`config.mk`:
```
export PLATFORM = sky130hd
export DESIGN_NAME = myo_spi_slave_flat
export DESIGN_NICKNAME = d
export VERILOG_FILES = /design/src/rtl/myo_spi_pkg.sv /design/src/rtl/myo_spi_if.sv /design/src/rtl/myo_spi_sync.sv /design/src/rtl/myo_spi_slave.sv /design/src/flat_wrapper.sv
export SDC_FILE = /design/constraint.sdc
export NUM_CORES = 1
export LEC_CHECK = 0
export CORE_ASPECT_RATIO = 1.5
export CORE_MARGIN = 2
export CORE_UTILIZATION = 49
export CTS_CLUSTER_DIAMETER = 40
export DETAILED_ROUTE_END_ITERATION = 12
export HOLD_SLACK_MARGIN = 0.08
export PLACE_DENSITY = 0.72
export SYNTH_ARGS = -nofsm -noshare
export SYNTH_HDL_FRONTEND = slang
export SYNTH_SLANG_ARGS = --single-unit
```
`constraint.sdc`:
```
create_clock -name clock -period 2.3 [get_ports clock]
set_input_delay 0.69 -clock clock [delete_from_list [all_inputs] [get_ports clock]]
set_output_delay 0.69 -clock clock [all_outputs]
set_load 0.01 [all_outputs]
```
`src/rtl/myo_spi_pkg.sv`:
```
// Shared types and helpers for the myo SPI responder.
// Frame layout, FSM state encoding, status snapshot payload and the
// tx word / checksum builders used by myo_spi_slave.
// Build option: MYO_SPI_CHECKSUM_EN adds a trailing XOR checksum word.
package myo_spi_pkg;

  localparam int unsigned FRAME_WORDS_BASE = 7;
`ifdef MYO_SPI_CHECKSUM_EN
  localparam int unsigned FRAME_WORDS = FRAME_WORDS_BASE + 1;
`else
  localparam int unsigned FRAME_WORDS = FRAME_WORDS_BASE;
`endif

  // Word index counter width; must hold FRAME_WORDS+1 (saturation value).
  localparam int unsigned IDX_W = 4;

  // Tx word indices within a frame.
  localparam int unsigned TX_STATUS   = 0;
  localparam int unsigned TX_POS_HI   = 1;
  localparam int unsigned TX_POS_LO   = 2;
  localparam int unsigned TX_VEL_HI   = 3;
  localparam int unsigned TX_VEL_LO   = 4;
  localparam int unsigned TX_DISP_HI  = 5;
  localparam int unsigned TX_DISP_LO  = 6;
  localparam int unsigned TX_CHECKSUM = 7;

  typedef enum logic [1:0] {
    RESYNC = 2'd0,
    IDLE   = 2'd1,
    ACTIVE = 2'd2,
    END    = 2'd3
  } state_e;

  // Status values frozen at frame start.
  typedef struct packed {
    logic [31:0] position;
    logic [31:0] velocity;
    logic [31:0] displacement;
  } status_t;

  // XOR of the seven data words of a frame.
  function automatic logic [15:0] frame_xor(input logic [FRAME_WORDS_BASE-1:0][15:0] w);
    frame_xor = w[0] ^ w[1] ^ w[2] ^ w[3] ^ w[4] ^ w[5] ^ w[6];
  endfunction

  // Tx word for a given index; indices past the frame return zero.
  function automatic logic [15:0] tx_word(input logic [IDX_W-1:0] idx,
                                          input logic [7:0]       id,
                                          input logic [7:0]       cnt,
                                          input status_t          s);
    logic [FRAME_WORDS_BASE-1:0][15:0] w;
    w[0] = {id, cnt};
    w[1] = s.position[31:16];
    w[2] = s.position[15:0];
    w[3] = s.velocity[31:16];
    w[4] = s.velocity[15:0];
    w[5] = s.displacement[31:16];
    w[6] = s.displacement[15:0];
    tx_word = 16'h0000;
    case (idx)
      IDX_W'(TX_STATUS):   tx_word = w[0];
      IDX_W'(TX_POS_HI):   tx_word = w[1];
      IDX_W'(TX_POS_LO):   tx_word = w[2];
      IDX_W'(TX_VEL_HI):   tx_word = w[3];
      IDX_W'(TX_VEL_LO):   tx_word = w[4];
      IDX_W'(TX_DISP_HI):  tx_word = w[5];
      IDX_W'(TX_DISP_LO):  tx_word = w[6];
`ifdef MYO_SPI_CHECKSUM_EN
      IDX_W'(TX_CHECKSUM): tx_word = frame_xor(w);
`endif
      default:             tx_word = 16'h0000;
    endcase
  endfunction

endpackage

```
`src/rtl/myo_spi_if.sv`:
```
// SPI link wires between the FPGA master and the motor-board responder.
//   spi_sck   master clock (CPOL=0/CPHA=1)
//   spi_ss_n  active-low slave select
//   spi_mosi  master-out data
//   spi_miso  slave-out data
interface myo_spi_if;
  logic spi_sck;
  logic spi_ss_n;
  logic spi_mosi;
  logic spi_miso;

  modport master (output spi_sck, output spi_ss_n, output spi_mosi, input spi_miso);
  modport slave  (input spi_sck, input spi_ss_n, input spi_mosi, output spi_miso);
endinterface

```
`src/rtl/myo_spi_sync.sv`:
```
// Multi-stage synchronizer for one asynchronous SPI pin with edge strobes.
//   clock, reset_n  system clock / async active-low reset
//   din             raw pin
//   level           synchronized level (registered)
//   rise_c, fall_c  1-cycle strobes on synchronized transitions
module myo_spi_sync #(
  parameter int unsigned STAGES    = 2,
  parameter bit          RESET_VAL = 1'b0
) (
  input  logic clock,
  input  logic reset_n,
  input  logic din,
  output logic level,
  output logic rise_c,
  output logic fall_c
);

  logic [STAGES-1:0] chain;
  logic              prev;

  // Synchronizer chain plus one extra flop for edge detection.
  always_ff @(posedge clock or negedge reset_n) begin
    if (!reset_n) begin
      chain <= {STAGES{RESET_VAL}};
      prev  <= RESET_VAL;
    end else begin
      chain <= {chain[STAGES-2:0], din};
      prev  <= chain[STAGES-1];
    end
  end

  assign level  = chain[STAGES-1];
  assign rise_c = chain[STAGES-1] & ~prev;
  assign fall_c = ~chain[STAGES-1] & prev;

endmodule

```
`src/rtl/myo_spi_slave.sv`:
```
// myo SPI responder (motor-board end), CPOL=0/CPHA=1, MSB-first words,
// one frame per ss_n low window; all logic oversampled on clock.
//   clock, reset_n     system clock / async active-low reset
//   spi                SPI pins (slave modport); miso is 0 when not selected
//   position/velocity/displacement  status inputs, snapshotted at frame start
//   pwm_ref, pwm_ref_valid          accepted PWM reference and update pulse
//   frame_done, frame_error         end-of-frame result pulses
//   busy               high while a frame is being shifted
// Build option: MYO_SPI_CHECKSUM_EN (8-word frame with XOR checksum,
// pwm_ref committed only at the end of a good frame).
module myo_spi_slave
  import myo_spi_pkg::*;
#(
  parameter int unsigned WORD_W      = 16,
  parameter int unsigned SYNC_STAGES = 2,
  parameter logic [7:0]  STATUS_ID   = 8'hA5
) (
  input  logic              clock,
  input  logic              reset_n,
  myo_spi_if.slave          spi,
  input  logic [31:0]       position,
  input  logic [31:0]       velocity,
  input  logic [31:0]       displacement,
  output logic [WORD_W-1:0] pwm_ref,
  output logic              pwm_ref_valid,
  output logic              frame_done,
  output logic              frame_error,
  output logic              busy
);

  localparam int unsigned CNT_W      = $clog2(WORD_W);
  localparam int unsigned SETTLE_MAX = SYNC_STAGES + 1;
  localparam int unsigned SETTLE_W   = $clog2(SETTLE_MAX + 1);

  localparam logic [IDX_W-1:0] IDX_SAT   = IDX_W'(FRAME_WORDS + 1);
  localparam logic [IDX_W-1:0] IDX_FRAME = IDX_W'(FRAME_WORDS);

  // Synchronized pins and strobes
  logic sck_rise, sck_fall, sck_level_unused;
  logic ss_n_s, ss_rise, ss_fall;
  logic mosi_s, mosi_rise_unused, mosi_fall_unused;

  myo_spi_sync #(.STAGES(SYNC_STAGES), .RESET_VAL(1'b0)) u_sync_sck (
    .clock(clock), .reset_n(reset_n), .din(spi.spi_sck),
    .level(sck_level_unused), .rise_c(sck_rise), .fall_c(sck_fall)
  );

  myo_spi_sync #(.STAGES(SYNC_STAGES), .RESET_VAL(1'b1)) u_sync_ss (
    .clock(clock), .reset_n(reset_n), .din(spi.spi_ss_n),
    .level(ss_n_s), .rise_c(ss_rise), .fall_c(ss_fall)
  );

  myo_spi_sync #(.STAGES(SYNC_STAGES), .RESET_VAL(1'b0)) u_sync_mosi (
    .clock(clock), .reset_n(reset_n), .din(spi.spi_mosi),
    .level(mosi_s), .rise_c(mosi_rise_unused), .fall_c(mosi_fall_unused)
  );

  // State and datapath registers
  state_e              state_q,       state_d;
  logic [SETTLE_W-1:0] settle_q,      settle_d;
  logic [IDX_W-1:0]    word_idx_q,    word_idx_d;
  logic [CNT_W-1:0]    bit_cnt_q,     bit_cnt_d;
  logic [WORD_W-1:0]   tx_shift_q,    tx_shift_d;
  logic [WORD_W-1:0]   rx_shift_q,    rx_shift_d;
  status_t             snap_q,        snap_d;
  logic [7:0]          frame_cnt_q,   frame_cnt_d;
  logic [WORD_W-1:0]   pwm_ref_q,     pwm_ref_d;
  logic                pwm_valid_q,   pwm_valid_d;
  logic                done_q,        done_d;
  logic                error_q,       error_d;
  logic                busy_q,        busy_d;
  logic                miso_q,        miso_d;
`ifdef MYO_SPI_CHECKSUM_EN
  logic [WORD_W-1:0]   rx_xor_q,      rx_xor_d;
  logic                chk_ok_q,      chk_ok_d;
  logic [WORD_W-1:0]   pwm_hold_q,    pwm_hold_d;
`endif

  logic [WORD_W-1:0]   rx_word_c;
  logic [IDX_W-1:0]    next_idx_c;
  logic                word_done_c;
  logic                frame_ok_c;

  // Next-state and next-output logic
  always_comb begin
    state_d     = state_q;
    settle_d    = settle_q;
    word_idx_d  = word_idx_q;
    bit_cnt_d   = bit_cnt_q;
    tx_shift_d  = tx_shift_q;
    rx_shift_d  = rx_shift_q;
    snap_d      = snap_q;
    frame_cnt_d = frame_cnt_q;
    pwm_ref_d   = pwm_ref_q;
    pwm_valid_d = 1'b0;
    done_d      = 1'b0;
    error_d     = 1'b0;
    miso_d      = miso_q;
`ifdef MYO_SPI_CHECKSUM_EN
    rx_xor_d    = rx_xor_q;
    chk_ok_d    = chk_ok_q;
    pwm_hold_d  = pwm_hold_q;
`endif

    rx_word_c   = {rx_shift_q[WORD_W-2:0], mosi_s};
    next_idx_c  = (word_idx_q == IDX_SAT) ? IDX_SAT : word_idx_q + IDX_W'(1);
    word_done_c = sck_fall && (bit_cnt_q == CNT_W'(WORD_W - 1));
`ifdef MYO_SPI_CHECKSUM_EN
    frame_ok_c  = (word_idx_q == IDX_FRAME) && (bit_cnt_q == '0) && chk_ok_q;
`else
    frame_ok_c  = (word_idx_q == IDX_FRAME) && (bit_cnt_q == '0);
`endif

    unique case (state_q)
      // Wait for the synchronizers to settle after reset, then for ss_n
      // high, so a frame already in progress at reset release is skipped.
      RESYNC: begin
        if (settle_q != SETTLE_W'(SETTLE_MAX)) begin
          settle_d = settle_q + SETTLE_W'(1);
        end else if (ss_n_s) begin
          state_d = IDLE;
        end
      end

      IDLE: begin
        if (ss_fall) begin
          state_d    = ACTIVE;
          snap_d     = status_t'({position, velocity, displacement});
          word_idx_d = '0;
          bit_cnt_d  = '0;
          rx_shift_d = '0;
          tx_shift_d = WORD_W'(tx_word(IDX_W'(TX_STATUS), STATUS_ID, frame_cnt_q,
                                       status_t'({position, velocity, displacement})));
`ifdef MYO_SPI_CHECKSUM_EN
          rx_xor_d   = '0;
          chk_ok_d   = 1'b0;
`endif
        end
      end

      // ss_rise wins over any sck edge seen in the same cycle.
      ACTIVE: begin
        if (ss_rise) begin
          state_d = END;
        end else begin
          if (sck_rise) begin
            miso_d     = tx_shift_q[WORD_W-1];
            tx_shift_d = tx_shift_q << 1;
          end
          if (sck_fall) begin
            rx_shift_d = rx_word_c;
            bit_cnt_d  = bit_cnt_q + CNT_W'(1);
          end
          if (word_done_c) begin
            bit_cnt_d  = '0;
            word_idx_d = next_idx_c;
            tx_shift_d = WORD_W'(tx_word(next_idx_c, STATUS_ID, frame_cnt_q, snap_q));
`ifdef MYO_SPI_CHECKSUM_EN
            if (word_idx_q < IDX_W'(FRAME_WORDS - 1)) rx_xor_d = rx_xor_q ^ rx_word_c;
            if (word_idx_q == IDX_W'(FRAME_WORDS - 1)) chk_ok_d = (rx_word_c == rx_xor_q);
            if (word_idx_q == '0) pwm_hold_d = rx_word_c;
`else
            if (word_idx_q == '0) begin
              pwm_ref_d   = rx_word_c;
              pwm_valid_d = 1'b1;
            end
`endif
          end
        end
      end

      END: begin
        state_d = IDLE;
        if (frame_ok_c) begin
          done_d      = 1'b1;
          frame_cnt_d = frame_cnt_q + 8'd1;
`ifdef MYO_SPI_CHECKSUM_EN
          pwm_ref_d   = pwm_hold_q;
          pwm_valid_d = 1'b1;
`endif
        end else begin
          error_d = 1'b1;
        end
      end

      default: state_d = RESYNC;
    endcase

    if (state_d != ACTIVE) miso_d = 1'b0;
    busy_d = (state_d == ACTIVE);
  end

  // Register bank
  always_ff @(posedge clock or negedge reset_n) begin
    if (!reset_n) begin
      state_q     <= RESYNC;
      settle_q    <= '0;
      word_idx_q  <= '0;
      bit_cnt_q   <= '0;
      tx_shift_q  <= '0;
      rx_shift_q  <= '0;
      snap_q      <= '0;
      frame_cnt_q <= '0;
      pwm_ref_q   <= '0;
      pwm_valid_q <= 1'b0;
      done_q      <= 1'b0;
      error_q     <= 1'b0;
      busy_q      <= 1'b0;
      miso_q      <= 1'b0;
`ifdef MYO_SPI_CHECKSUM_EN
      rx_xor_q    <= '0;
      chk_ok_q    <= 1'b0;
      pwm_hold_q  <= '0;
`endif
    end else begin
      state_q     <= state_d;
      settle_q    <= settle_d;
      word_idx_q  <= word_idx_d;
      bit_cnt_q   <= bit_cnt_d;
      tx_shift_q  <= tx_shift_d;
      rx_shift_q  <= rx_shift_d;
      snap_q      <= snap_d;
      frame_cnt_q <= frame_cnt_d;
      pwm_ref_q   <= pwm_ref_d;
      pwm_valid_q <= pwm_valid_d;
      done_q      <= done_d;
      error_q     <= error_d;
      busy_q      <= busy_d;
      miso_q      <= miso_d;
`ifdef MYO_SPI_CHECKSUM_EN
      rx_xor_q    <= rx_xor_d;
      chk_ok_q    <= chk_ok_d;
      pwm_hold_q  <= pwm_hold_d;
`endif
    end
  end

  assign spi.spi_miso  = miso_q;
  assign pwm_ref       = pwm_ref_q;
  assign pwm_ref_valid = pwm_valid_q;
  assign frame_done    = done_q;
  assign frame_error   = error_q;
  assign busy          = busy_q;

endmodule
```
`src/flat_wrapper.sv`:
```
// flat-port wrapper written by rule: the top's interface ports become plain ports
module myo_spi_slave_flat import myo_spi_pkg::*;
#(
  parameter int unsigned WORD_W      = 16,
  parameter int unsigned SYNC_STAGES = 2,
  parameter logic [7:0]  STATUS_ID   = 8'hA5
)
  (clock, reset_n, position, velocity, displacement, pwm_ref, pwm_ref_valid, frame_done, frame_error, busy, spi_spi_sck, spi_spi_ss_n, spi_spi_mosi, spi_spi_miso);
  myo_spi_if spi_i ();
  input  logic clock;
  input  logic reset_n;
  input  logic [31:0] position;
  input  logic [31:0] velocity;
  input  logic [31:0] displacement;
  output logic [WORD_W-1:0] pwm_ref;
  output logic pwm_ref_valid;
  output logic frame_done;
  output logic frame_error;
  output logic busy;
  input wire logic [$bits(spi_i.spi_sck)-1:0] spi_spi_sck;
  input wire logic [$bits(spi_i.spi_ss_n)-1:0] spi_spi_ss_n;
  input wire logic [$bits(spi_i.spi_mosi)-1:0] spi_spi_mosi;
  output wire logic [$bits(spi_i.spi_miso)-1:0] spi_spi_miso;
  assign spi_i.spi_sck = spi_spi_sck;
  assign spi_i.spi_ss_n = spi_spi_ss_n;
  assign spi_i.spi_mosi = spi_spi_mosi;
  assign spi_spi_miso = spi_i.spi_miso;
  myo_spi_slave #(.WORD_W(WORD_W), .SYNC_STAGES(SYNC_STAGES), .STATUS_ID(STATUS_ID)) u_core (.clock(clock), .reset_n(reset_n), .spi(spi_i), .position(position), .velocity(velocity), .displacement(displacement), .pwm_ref(pwm_ref), .pwm_ref_valid(pwm_ref_valid), .frame_done(frame_done), .frame_error(frame_error), .busy(busy));
endmodule
```
Word level (Yosys, flattened, before mapping):

Index checks and enable logic that the tools add are counted.

* flip-flop bits (word level): 176
* input bits: 101

* reductions and logical operators: 18
* bitwise logic cells: 9
* equality and inequality tests: 22
* muxes and demuxes: 36
* $add $sub $neg: 4

Operator list (count)
* 16-bit one-hot mux with 7 select lines: 1
* 16-bit two-way mux: 4
* 15-bit two-way mux: 3
* 16-bit one-hot mux with 2 select lines: 1
* 15-bit one-hot mux with 2 select lines: 1
* 4-bit two-way mux: 7
* 4-bit AND reduction: 5
* 4-bit by 3-bit == test with 1-bit output (second input constant): 4
* 4-bit one-hot mux with 2 select lines: 2
* 4-bit logical NOT: 3
* 1-bit two-way mux: 12
* 4-bit by 1-bit adder with 4-bit output (second input constant): 2
* 8-bit by 1-bit adder with 8-bit output (second input constant): 1
* 4-bit by 2-bit == test with 1-bit output (second input constant): 2
* 4-bit == test (second input constant): 2
* 2-bit two-way mux: 4
* 2-bit != test (second input constant): 4
* 2-bit one-hot mux with 4 select lines: 1
* 2-bit == test (second input constant): 3
* 2-bit by 1-bit != test with 1-bit output (second input constant): 3
* 3-bit by 1-bit != test with 1-bit output (second input constant): 2
* 2-bit AND reduction: 3
* 2-bit nonzero test: 3
* 1-bit NOT: 5
* other kinds (7): 11

Depth between registers and ports, before layout:

Gate-level depths: netlist of run 1.

* depth in word-level cells: 7
* depth in mapped cells: 11

By module:

A second synthesis of run 1 with hierarchy kept.

* cells, all modules: 686
* area total of the unflattened synthesis: 8094.0 sq um

By module, submodules not included
* myo_spi_slave: instances 1, seq. area each 4204.0 sq um, cells each 671, area an instance 7820.0 sq um
* myo_spi_sync at u_core.u_sync_mosi ...: instances 2, seq. area each 75.1 sq um, cells each 5, area an instance 90.1 sq um
* myo_spi_sync at u_core.u_sync_ss: instances 1, seq. area each 78.8 sq um, cells each 5, area an instance 93.8 sq um

Least setup slack after synthesis of run 1:

OpenSTA, ideal clock, no wires.

* path type: register to register
* from: reg u_core.word_idx_q[0]
* to: reg u_core.tx_shift_q[11]
* path slack: 0.088 ns
* arrival time: 2.081 ns
* setup time: 0.131 ns
* data required time: 2.169 ns
* stages on the path, launching flop included: 10
* cells stage by stage: dfrtp_1 buf_2 inv_1 ha_1 clkbuf_1 a21oi_1 buf_2 a32o_1 a2111oi_0 o21ai_1

* cells in the longest elaborated chain, start to end: 7
* elaborated cells on any way between the ends: 14

RTL lines
* from (decl): line myo_spi_slave.sv:61 `logic [IDX_W-1:0] word_idx_q, word_idx_d;`
* from (signal assigned): line myo_spi_slave.sv:218 `word_idx_q <= word_idx_d;`
* 4-bit by 1-bit adder with 4-bit output or 4-bit == test (tied branches): line myo_spi_slave.sv:106 `next_idx_c = (word_idx_q == IDX_SAT) ? IDX_SAT : word_idx_q + IDX_W'(1);`
* 4-bit two-way mux *: line myo_spi_slave.sv:106
* 4-bit by 3-bit == test with 1-bit output, or another cell as far along: line myo_spi_pkg.sv:60 `case (idx)`
* 16-bit one-hot mux with 7 select lines *: line myo_spi_pkg.sv:60
* 16-bit two-way mux *: line myo_spi_slave.sv:154 `if (word_done_c) begin`
* 16-bit two-way mux *: line myo_spi_slave.sv:143 `if (ss_rise) begin`
* 16-bit one-hot mux with 2 select lines *: line myo_spi_slave.sv:114 `unique case (state_q)`
* to (signal assigned): line myo_spi_slave.sv:220 `tx_shift_q <= tx_shift_d;`
* to (decl): line myo_spi_slave.sv:63 `logic [WORD_W-1:0] tx_shift_q, tx_shift_d;`

Every way passes the cells marked *; elsewhere a longest branch is shown, timed or not. The select of a mux whose other input is x is not followed.
A chain may end at the register's enable or synchronous reset.

Worst setup path after layout of run 1:

* from: reg u_core.word_idx_q[1]
* to: reg u_core.tx_shift_q[3]

Same word-level chain as after synthesis.

==> metrics.csv, run 1 <==
metric,value,unit
Critical Path End Type,flip-flop,
hpwl dp,16300,um
clock sinks,176,
Pre-antenna DRT Iters,6,
total global-route track usage,26.1,%
Worst Skew,0.0127,ns
final hold violation count,0,
number of synthesized flops with an enable pin,0,
Num CTS Buffers,17,
pre-CTS WS,0.0192,ns
Vias,6835,
critical path class,flip-flop to flip-flop,
die height,161,um
# Post-CTS Setup Buffers,0,
post-synth cell types,66,
worst min path class,primary input to asynchronous set/reset pin,
total grt overflow,0,
gate count of the mapped netlist,880,
setup_tns,0,ns
Max-slew headroom,59.3,%
RSZ-0062 raised after global routing,false,
required time of the critical path,2.60,ns
Mapped Nets,989,
fillers,1391,
Clock Path Buffers,2,
initial antenna violation count,0,
layout cells sized above 1,11.7,%
core area,16200,um2
Yosys reg bits,176,
fin crit share,96.8,%
Routed WL,21700,um
number of port buffers,121,
Final min period,2.23,ns
CTS tree,done,
final instance area,10300,um2
"most common cell after layout, fill and taps aside",nand2_1,
synthesized area per cell,9.17,um2
Via density,5.54,
Antenna diodes,0,
Worst-path clk slew,0.07,ns
Root Buffer Master,clkbuf_16,
Synth area leaders,"dfrtp_1, nand2_1, o21ai_0",
synthesized area,8070,um2
Die W,109,um
status,finished clean,
row cnt,57,
Nets,1124,
Avg WL per Cell,17.6,um
pwr dens,808,nW/um2
Worst EP arrival,2.53,ns
Synth-to-Final Area Change,28.2,%
Final ANT Viol Nets,0,
post-route worst setup slack,0.0742,ns
Starting Density,49.8,%
Placer Congestion,0.933,
die area,17500,um2
crit start category,flip-flop,
Final Setup Violations,0,
"Primary FF master, synth",dfrtp_1,
Synth async-reset ratio,100,%
worst hold slack,0.177,ns
clk_lat worst skew,0.43,ns
max frequency,449,MHz
first-pass GRT wire length,35000,um
worst slew pin tran,0.611,ns
maxcap violations,0,
largest net degree at the start of global routing,65,
Synth top area share,53.7,%
DRC viols,0,
placed cell area,9720,um2
most frequent cells in the layout,"nand2_1, dfrtp_1, clkdlybuf4s50_1, buf_4, o21ai_0",
vias in the first global route,6876,
Pleak,4.81,nW
Initial DRC Count,538,
leading area contributor after synthesis,dfrtp_1,
Crit Path Max Fanout,12,
H-tree depth,4,
VDD IR-drop max,0.531,mV
YS warnings,0,
Top Ports,122,
final slew viol count,0,
sequential area share after synthesis,54.6,%
report_power, final:
part           internal, mW  switching (mW)  total (mW)
registers              3.72           0.509        4.23
logic                 0.620           0.714        1.33
clock network          1.44            1.35        2.79
metal layers:
layer | vias to the layer above | part of all wire, % | wire length, um | global-route usage (%)
met5 | - | 0 | 0 | 0
met4 | 0 | 4.7 | 1010 | 14.6
met3 | 61 | 4.4 | 947 | 4.20
met2 | 253 | 52 | 11300 | 44.5
met1 | 3275 | 39 | 8450 | 31.1
li1 | 3246 | - | - | -
flip-flops by register name, indices dropped and copies added, names as in the netlist:
name and flops:
u_core.pwm_ref_valid 1, u_core.frame_done 1, u_core.pwm_ref 16, u_core.frame_cnt_q 8, u_core.frame_error 1, u_core.u_sync_sck.chain 2
u_core.state_q 2, u_core.busy 1, u_core.tx_shift_q 16, u_core.u_sync_ss.prev 1, u_core.u_sync_mosi.chain 2, u_core.word_idx_q 4
u_core.spi.spi_miso 1, u_core.rx_shift_q 15, u_core.snap_q 96, u_core.u_sync_ss.chain 2, u_core.u_sync_sck.prev 1, u_core.settle_q 2
u_core.bit_cnt_q 4
worst max-delay path: stages, from the launching register on:
cell and delay, ns:
dfrtp_2 0.45, buf_4 0.17, a21bo_2 0.24, and3_4 0.23
a21o_4 0.27, a221oi_2 0.29, a2111oi_1 0.09, or3_1 0.35
worst paths after layout:
check | startpoint | to | slack, ns | depth (start not counted)
min in group clock | u_core.u_sync_sck.chain[0] | u_core.u_sync_sck.chain[1] | 0.35 | 0
max in group asynchronous | reset_n | u_core.rx_shift_q[11] | 1.42 | 2
worst min register to register | u_core.u_sync_sck.chain[0] | u_core.u_sync_sck.chain[1] | 0.35 | 0
worst min-delay path | reset_n | u_core.frame_cnt_q[2] | 0.18 | 1
worst max-delay path | u_core.word_idx_q[1] | u_core.tx_shift_q[3] | 0.07 | 7
worst max register to register | u_core.word_idx_q[1] | u_core.tx_shift_q[3] | 0.07 | 7
area by class of cell:
| type | count | area, um2 | area share [%] |
|---|---|---|---|
| Timing Repair Buffer | 170 | 1620 | 15.7 |
| Clock inverter | 14 | 146 | 1.42 |
| Inverter | 8 | 30.0 | 0.290 |
| Tap cell | 206 | 258 | 2.49 |
| Sequential cell | 176 | 4410 | 42.7 |
| Multi-Input combinational cell | 642 | 3440 | 33.3 |
| Clock buffer | 18 | 429 | 4.15 |
cell usage after synthesis, drive strengths merged (11+ instances only):
| cell type | count |
|---|---|
| nand2 | 358 |
| dfrtp | 173 |
| o21ai | 41 |
| clkbuf | 31 |
| nor2 | 24 |
| buf | 23 |
| nand3 | 21 |
| a21oi | 20 |
| mux2 | 20 |
| a22oi | 16 |
| and3 | 12 |
| nor3 | 11 |
per-stage QoR:
| stage | power, mW | cells | utilization, % |
|---|---|---|---|
| global placement | 5.54 | 1202 | 60.1 |
| finish | 8.35 | 1234 | 63.9 |
| CTS | 8.38 | 1234 | 63.6 |
| floorplan | 4.88 | 880 | - |
| detailed placement | 5.59 | 1202 | 60.1 |
| global route | 8.79 | 1234 | 63.9 |
timing repair:
| action | CTS | global route |
|---|---|---|
| endpoints found under the setup margin | 0 | 9 |
| hold buffers | 0 | 0 |
| hold endpoints to repair | 0 | 0 |
| gates resized for setup | 0 | 15 |
kinds of logic after synthesis:
| logic type | count (synthesis) | share of synthesized area, % |
|---|---|---|
| buffers and inverters | 62 | 3.15 |
| adders and majority gates | 8 | 1.24 |
| xor gates and xnor gates | 8 | 0.869 |
| and+or+nand+nor | 454 | 23.6 |
| AOI/OAI and AO/OA | 143 | 12.6 |
| DFF | 176 | 54.6 |
| muxes | 29 | 3.91 |
No activity file was read; power rests on OpenSTA's default activity.
==> run 2, diff against run 1 <==
Settings changed: CORE_UTILIZATION 49 to 54, PLACE_DENSITY 0.72 to 0.76.
Clock period 2.3 ns to 2.5 ns, I/O delays scaled along.
==> metrics.csv, run 2 (same netlist as run 1, synthesis figures left out) <==
metric,value,unit,change
Hold Buf Count CTS,0,,unchanged
Num CTS Buffers,17,,unchanged
Reg area,4410,um2,about the same
Biggest register,u_core.snap_q,,unchanged
fillers,1188,,was 1391
Vias,6841,,was 6835
die area,16000,um2,was 17500 um2
"Largest stage delay, worst path",0.53,ns,was 0.45 ns
required time of the critical path,2.87,ns,was 2.60 ns
Root Buffer Master,clkbuf_16,,unchanged
Initial DRC Count,490,,was 538
final hold violation count,0,,unchanged
Critical Path End Type,flip-flop,,unchanged
maxcap violations,0,,unchanged
largest net degree at the start of global routing,58,,was 65
most frequent cells in the layout,"nand2_1, dfrtp_1, clkdlybuf4s50_1, o21ai_0, buf_4",,"was nand2_1, dfrtp_1, clkdlybuf4s50_1, buf_4, o21ai_0"
layout cells sized above 1,9.84,%,was 11.7%
Layout Cells excl Fill,1212,,was 1234
CTS tree,done,,unchanged
Worst EP arrival,2.73,ns,was 2.53 ns
fin crit share,94.4,%,was 96.8%
VDD IR-drop max,0.474,mV,was 0.531 mV
Pleak,4.77,nW,was 4.81 nW
final slew viol count,0,,unchanged
Final Setup Violations,0,,unchanged
RSZ-0062 raised after global routing,false,,unchanged
worst hold slack,0.252,ns,was 0.177 ns
GRT Max-Usage Layer,met2,,unchanged
placed insts,1180,,was 1202
worst slew pin tran,0.971,ns,was 0.611 ns
setup_tns,0,ns,unchanged
max reg flops,96,,unchanged
M3 GR Usage,4.11,%,was 4.20%
Crit path top cell by count,buf_4,,
first-pass GRT wire length,36200,um,was 35000 um
die height,154,um,was 161 um
clk_lat worst skew,0.43,ns,about the same
Worst Skew,0.0118,ns,was 0.0127 ns
"most common cell after layout, fill and taps aside",nand2_1,,unchanged
Placer Congestion,0.929,,was 0.933
Final min period,2.36,ns,was 2.23 ns
core area,14600,um2,was 16200 um2
M1 GR Usage,34.9,%,was 31.1%
Crit Path Max Fanout,9,,was 12
vias in the first global route,6908,,was 6876
Max-slew headroom,35.3,%,was 59.3%
final instance area,10200,um2,was 10300 um2
initial antenna violation count,0,,unchanged
post-route worst setup slack,0.140,ns,was 0.0742 ns
Top Ports,122,,unchanged
pwr dens,761,nW/um2,was 808 nW/um2
placed cell area,9630,um2,was 9720 um2
status,finished clean,,unchanged
"CP delay by family, top",compound AO/OA/AOI/OAI gates,,unchanged
total grt overflow,0,,unchanged
"Buf+Inv Stages, Crit Path",2,,was 1
max frequency,424,MHz,was 449 MHz
Worst-path clk slew,0.07,ns,about the same
number of port buffers,121,,unchanged
Via density,5.64,,was 5.54
hpwl dp,15800,um,was 16300 um
Avg WL per Cell,18.1,um,was 17.6 um
critical path class,flip-flop to flip-flop,,unchanged
critical path's slowest cell,a2111oi_0,,was dfrtp_2
row cnt,54,,was 57
Clock Path Buffers,2,,unchanged
H-tree depth,4,,unchanged
Antenna diodes,0,,unchanged
clock sinks,176,,unchanged
Die W,104,um,was 109 um
crit-path cells,buf_4 -> ha_1 -> buf_4 -> nor3_1 -> a21o_4 -> a221oi_2 -> a2111oi_0 -> or3_1,,was buf_4 -> a21bo_2 -> and3_4 -> a21o_4 -> a221oi_2 -> a2111oi_1 -> or3_1
Pre-antenna DRT Iters,5,,was 6
worst min path class,primary input to asynchronous set/reset pin,,unchanged
Synth-to-Final Area Change,26.8,%,was 28.2%
crit start category,flip-flop,,unchanged
Starting Density,55.3,%,was 49.8%
Final ANT Viol Nets,0,,unchanged
pre-CTS WS,0.139,ns,was 0.0192 ns
Nets,1112,,was 1124
Routed WL,21900,um,was 21700 um
grt met2 use,49.7,%,was 44.5%
multi-input logic area,3410,um2,was 3440 um2
total global-route track usage,28.7,%,was 26.1%
DRC viols,0,,unchanged
[run 2: cell count changes in the layout (fill, tap and decap cells not counted), moves of 2 or more]
| cell | previous run | this run |
|---|---|---|
| ha_2 | 2 | 0 |
| a2111oi_1 | 4 | 1 |
| dfrtp_1 | 171 | 173 |
| a2111oi_0 | 0 | 4 |
| buf_4 | 45 | 33 |
| dfrtp_2 | 2 | 0 |
| ha_1 | 6 | 8 |
[run 2: per-layer routing]
metal	wire length (um)	share of wire, %
met1	8560	39
met2	11400	52
met3	980	4.5
met4	911	4.2
met5	0	0
[run 2: layout make-up]
type | instances | area share, %
well taps | 196 | 2.40
multi-input cells | 642 | 33.4
flip-flops and latches | 176 | 43.1
clock inverters | 14 | 1.61
repair buffers | 158 | 15.1
inverters | 8 | 0.293
clock buffers | 18 | 4.19
[run 2: final timing paths]
path                                            from                         to  slack, ns  depth (start not counted)
max in group asynchronous                    reset_n      u_core.tx_shift_q[12]       1.61                          2
setup / recovery                u_core.word_idx_q[1]       u_core.tx_shift_q[3]       0.14                          8
min in group clock         u_core.u_sync_ss.chain[0]  u_core.u_sync_ss.chain[1]       0.35                          0
setup reg to reg                u_core.word_idx_q[1]       u_core.tx_shift_q[3]       0.14                          8
hold reg to reg            u_core.u_sync_ss.chain[0]  u_core.u_sync_ss.chain[1]       0.35                          0
hold / removal                               reset_n          u_core.frame_done       0.25                          1
[run 2: metrics by stage]
step	total power, mW	util (%)
2_1_floorplan	4.49	-
3_3_place_gp	5.06	66.0
3_5_place_dp	5.12	66.0
4_1_cts	7.80	70.1
5_1_grt	8.16	70.1
6_report	7.79	70.1
[run 2: timing repair]
action | in CTS | in global routing
endpoints found under the setup margin | 0 | 4
endpoints found under the hold margin | 0 | 0
buffers inserted | 0 | 0
gates resized for setup | 0 | 2
[run 2: power breakdown]
group	total [mW]	internal (mW)	switching (mW)
registers	3.87	3.42	0.442
clock network	2.70	1.43	1.27
logic	1.23	0.565	0.661
total	7.79	5.42	2.37
==> run 3, diff against run 2 <==
Settings changed: ABC_AREA set to 1, CTS_CLUSTER_DIAMETER 40 to unset, TNS_END_PERCENT set to 5.
==> metrics.csv, run 3 <==
metric,value,unit,change
Sw Share,35.5,%,was 30.4%
clock power share,27.5,%,was 34.6%
setup_tns,0,ns,unchanged
total power,9.43,mW,was 7.79 mW
Final min period,2.19,ns,was 2.36 ns
max reg flops,96,,unchanged
Starting Density,55.3,%,about the same
number of synthesized flops with an enable pin,0,,unchanged
Antenna diodes,0,,unchanged
crit path launch,u_core.word_idx_q[0],,was u_core.word_idx_q[1]
Crit Path Max Fanout,42,,was 9
total grt overflow,0,,unchanged
Worst-path clk slew,0.07,ns,about the same
Biggest register,u_core.snap_q,,unchanged
multi-input logic area,3190,um2,was 3410 um2
crit-path cells,inv_1 -> ha_1 -> nand3_2 -> nand3_1 -> nor2_2 -> buf_12 -> nand3_1 -> nand2_1 -> nor2_1 -> nand3_1 -> nand2_1 -> a21oi_1,,was buf_4 -> ha_1 -> buf_4 -> nor3_1 -> a21o_4 -> a221oi_2 -> a2111oi_0 -> or3_1
clk_lat worst skew,0.43,ns,about the same
synthesized area per cell,8.31,um2,was 9.17 um2
hpwl dp,13300,um,was 15800 um
worst min path class,primary input to asynchronous set/reset pin,,unchanged
YS warnings,0,,unchanged
top-count cell post-synth,nand2_1,,unchanged
Root Buffer Master,clkbuf_16,,unchanged
Max-slew headroom,48.6,%,was 35.3%
core area,14500,um2,was 14600 um2
post-CTS sizing,0,,unchanged
Num CTS Buffers,17,,unchanged
"Largest stage delay, worst path",0.44,ns,was 0.53 ns
pwr dens,941,nW/um2,was 761 nW/um2
Die W,104,um,about the same
sequential share of power,45.6,%,was 49.6%
Via density,5.34,,was 5.64
gate count of the mapped netlist,967,,was 880
Final Setup Violations,0,,unchanged
Mapped Nets,1076,,was 989
sequential area share after synthesis,54.9,%,was 54.6%
vias in the first global route,6617,,was 6908
Vias,6845,,was 6841
Synth top area share,53.9,%,was 53.7%
Final ANT Viol Nets,0,,unchanged
fin crit share,87.4,%,was 94.4%
Worst Skew,0.00769,ns,was 0.0118 ns
Crit Reg-Reg Startpoint,u_core.word_idx_q[0],,was u_core.word_idx_q[1]
die area,15900,um2,was 16000 um2
RSZ-0062 raised after global routing,false,,unchanged
leading area contributor after synthesis,dfrtp_1,,unchanged
maxcap violations,0,,unchanged
Hold Buf Count CTS,0,,unchanged
"most common cell after layout, fill and taps aside",nand2_1,,unchanged
critical path class,flip-flop to flip-flop,,unchanged
Worst EP arrival,2.53,ns,was 2.73 ns
required time of the critical path,2.84,ns,was 2.87 ns
total global-route track usage,25.0,%,was 28.7%
H-tree depth,4,,unchanged
first-pass GRT wire length,31800,um,was 36200 um
layout cells sized above 1,8.01,%,was 9.84%
Critical Path End Type,flip-flop,,unchanged
fillers,1173,,was 1188
Clock Path Buffers,2,,unchanged
Top Ports,122,,unchanged
number of port buffers,121,,unchanged
Pleak,4.87,nW,was 4.77 nW
Crit path top cell by count,nand3_1,,was buf_4
largest net degree at the start of global routing,100,,was 58
CTS tree,done,,unchanged
DRC viols,0,,unchanged
VDD IR-drop max,0.467,mV,was 0.474 mV
post-synth cell types,37,,was 66
Synth area leaders,"dfrtp_1, nand2_1, nand3_1",,"was dfrtp_1, nand2_1, o21ai_0"
Initial DRC Count,467,,was 490
Routed WL,19300,um,was 21900 um
Avg WL per Cell,15.0,um,was 18.1 um
max frequency,457,MHz,was 424 MHz
worst slew pin tran,0.770,ns,was 0.971 ns
Nets,1183,,was 1112
initial antenna violation count,0,,unchanged
Comb pwr share,26.9,%,was 15.7%
crit start category,flip-flop,,unchanged
Synth-to-Final Area Change,24.7,%,was 26.8%
critical path's slowest cell,dfrtp_1,,was a2111oi_0
final slew viol count,0,,unchanged
most frequent cells in the layout,"nand2_1, dfrtp_1, nand3_1, clkdlybuf4s50_1, inv_1",,"was nand2_1, dfrtp_1, clkdlybuf4s50_1, o21ai_0, buf_4"
clock sinks,176,,unchanged
Placer Congestion,0.827,,was 0.929
"top cells by count, synth","nand2_1, dfrtp_1, nand3_1",,"was nand2_1, dfrtp_1, o21ai_0"
Pre-antenna DRT Iters,7,,was 5
# Post-CTS Setup Buffers,0,,unchanged
final hold violation count,0,,unchanged
row cnt,54,,unchanged
die height,153,um,was 154 um
"Primary FF master, synth",dfrtp_1,,unchanged
Synth async-reset ratio,100,%,unchanged
Yosys reg bits,176,,unchanged
Psw,3.34,mW,was 2.37 mW
synthesized area,8030,um2,was 8070 um2
internal cell power,6.08,mW,was 5.42 mW
Reg area,4410,um2,unchanged
status,finished clean,,unchanged
run 3: cell types whose count changed after synthesis, sizes merged, moves of 16 or more:
cell / delta
nand3: +129
mux2: -18
o21ai: +20
inv: +44
nand2: +29
a22oi: -16
run 3: power by group through the flow:
stage	registers (mW)	logic (mW)	clock network, mW
floorplan	4.12	1.75	0
global placement	4.30	2.48	0
detailed placement	4.32	2.52	0
CTS	4.28	2.54	2.64
global route	4.37	2.85	2.77
finish	4.30	2.54	2.60
run 3: per-stage QoR:
step	instance area [um2]	hold slack (ns)	setup slack, ns	cells	util, %
CTS	10000	0.269	0.333	1282	69.0
global route	10000	0.290	0.0923	1282	69.0
detailed placement	9450	0.339	0.355	1251	65.0
floorplan	8030	0.331	0.730	967	-
finish	10000	0.261	0.314	1282	69.0
global placement	9450	0.336	0.422	1251	65.0
run 3: worst max-delay path: cells and delay by family, from the launching register on:
kind,cells,cell delay (ns)
AOI/OAI and AO/OA,1,0.13
buffers and inverters,2,0.38
DFF,1,0.44
and+or+nand+nor,8,0.90
adders and majority gates,1,0.26
run 3: final timing paths:
check | to | slack [ns] | depth (start not counted)
min reg2reg | u_core.u_sync_mosi.chain[1] | 0.35 | 0
min | u_core.word_idx_q[2] | 0.26 | 1
max reg2reg | u_core.tx_shift_q[8] | 0.31 | 12
min in group clock | u_core.u_sync_mosi.chain[1] | 0.35 | 0
max in group asynchronous | u_core.snap_q[85] | 1.55 | 2
max | u_core.tx_shift_q[8] | 0.31 | 12
run 3: cells by family (layout without fill, tap and decap cells):
family | after synthesis | in the layout | synth area share [%]
buffers and inverters | 105 | 224 | 5.58
AOI/OAI and AO/OA | 79 | 79 | 5.30
adders and majority gates | 8 | 8 | 1.25
xor gates and xnor gates | 9 | 9 | 0.981
muxes | 2 | 2 | 0.280
and+or+nand+nor | 588 | 588 | 31.7
DFF | 176 | 176 | 54.9
run 3: area by class of cell:
| type | count | share of cell area (%) |
|---|---|---|
| clock buffer | 18 | 4.28 |
| sequential | 176 | 44.0 |
| inverter | 53 | 1.99 |
| tap | 196 | 2.45 |
| multi-input combinational | 686 | 31.8 |
| clock inverter | 13 | 1.44 |
| timing repair buffer | 140 | 14.0 |
run 3: layer usage:
metal / GRT usage, % / vias to the layer above / wire length (um)
met1: 31.2 / 3230 / 8070
li1: - / 3330 / -
met2: 43.2 / 245 / 9610
met3: 4.05 / 40 / 935
met5: 0 / - / 0
met4: 10.4 / 0 / 644
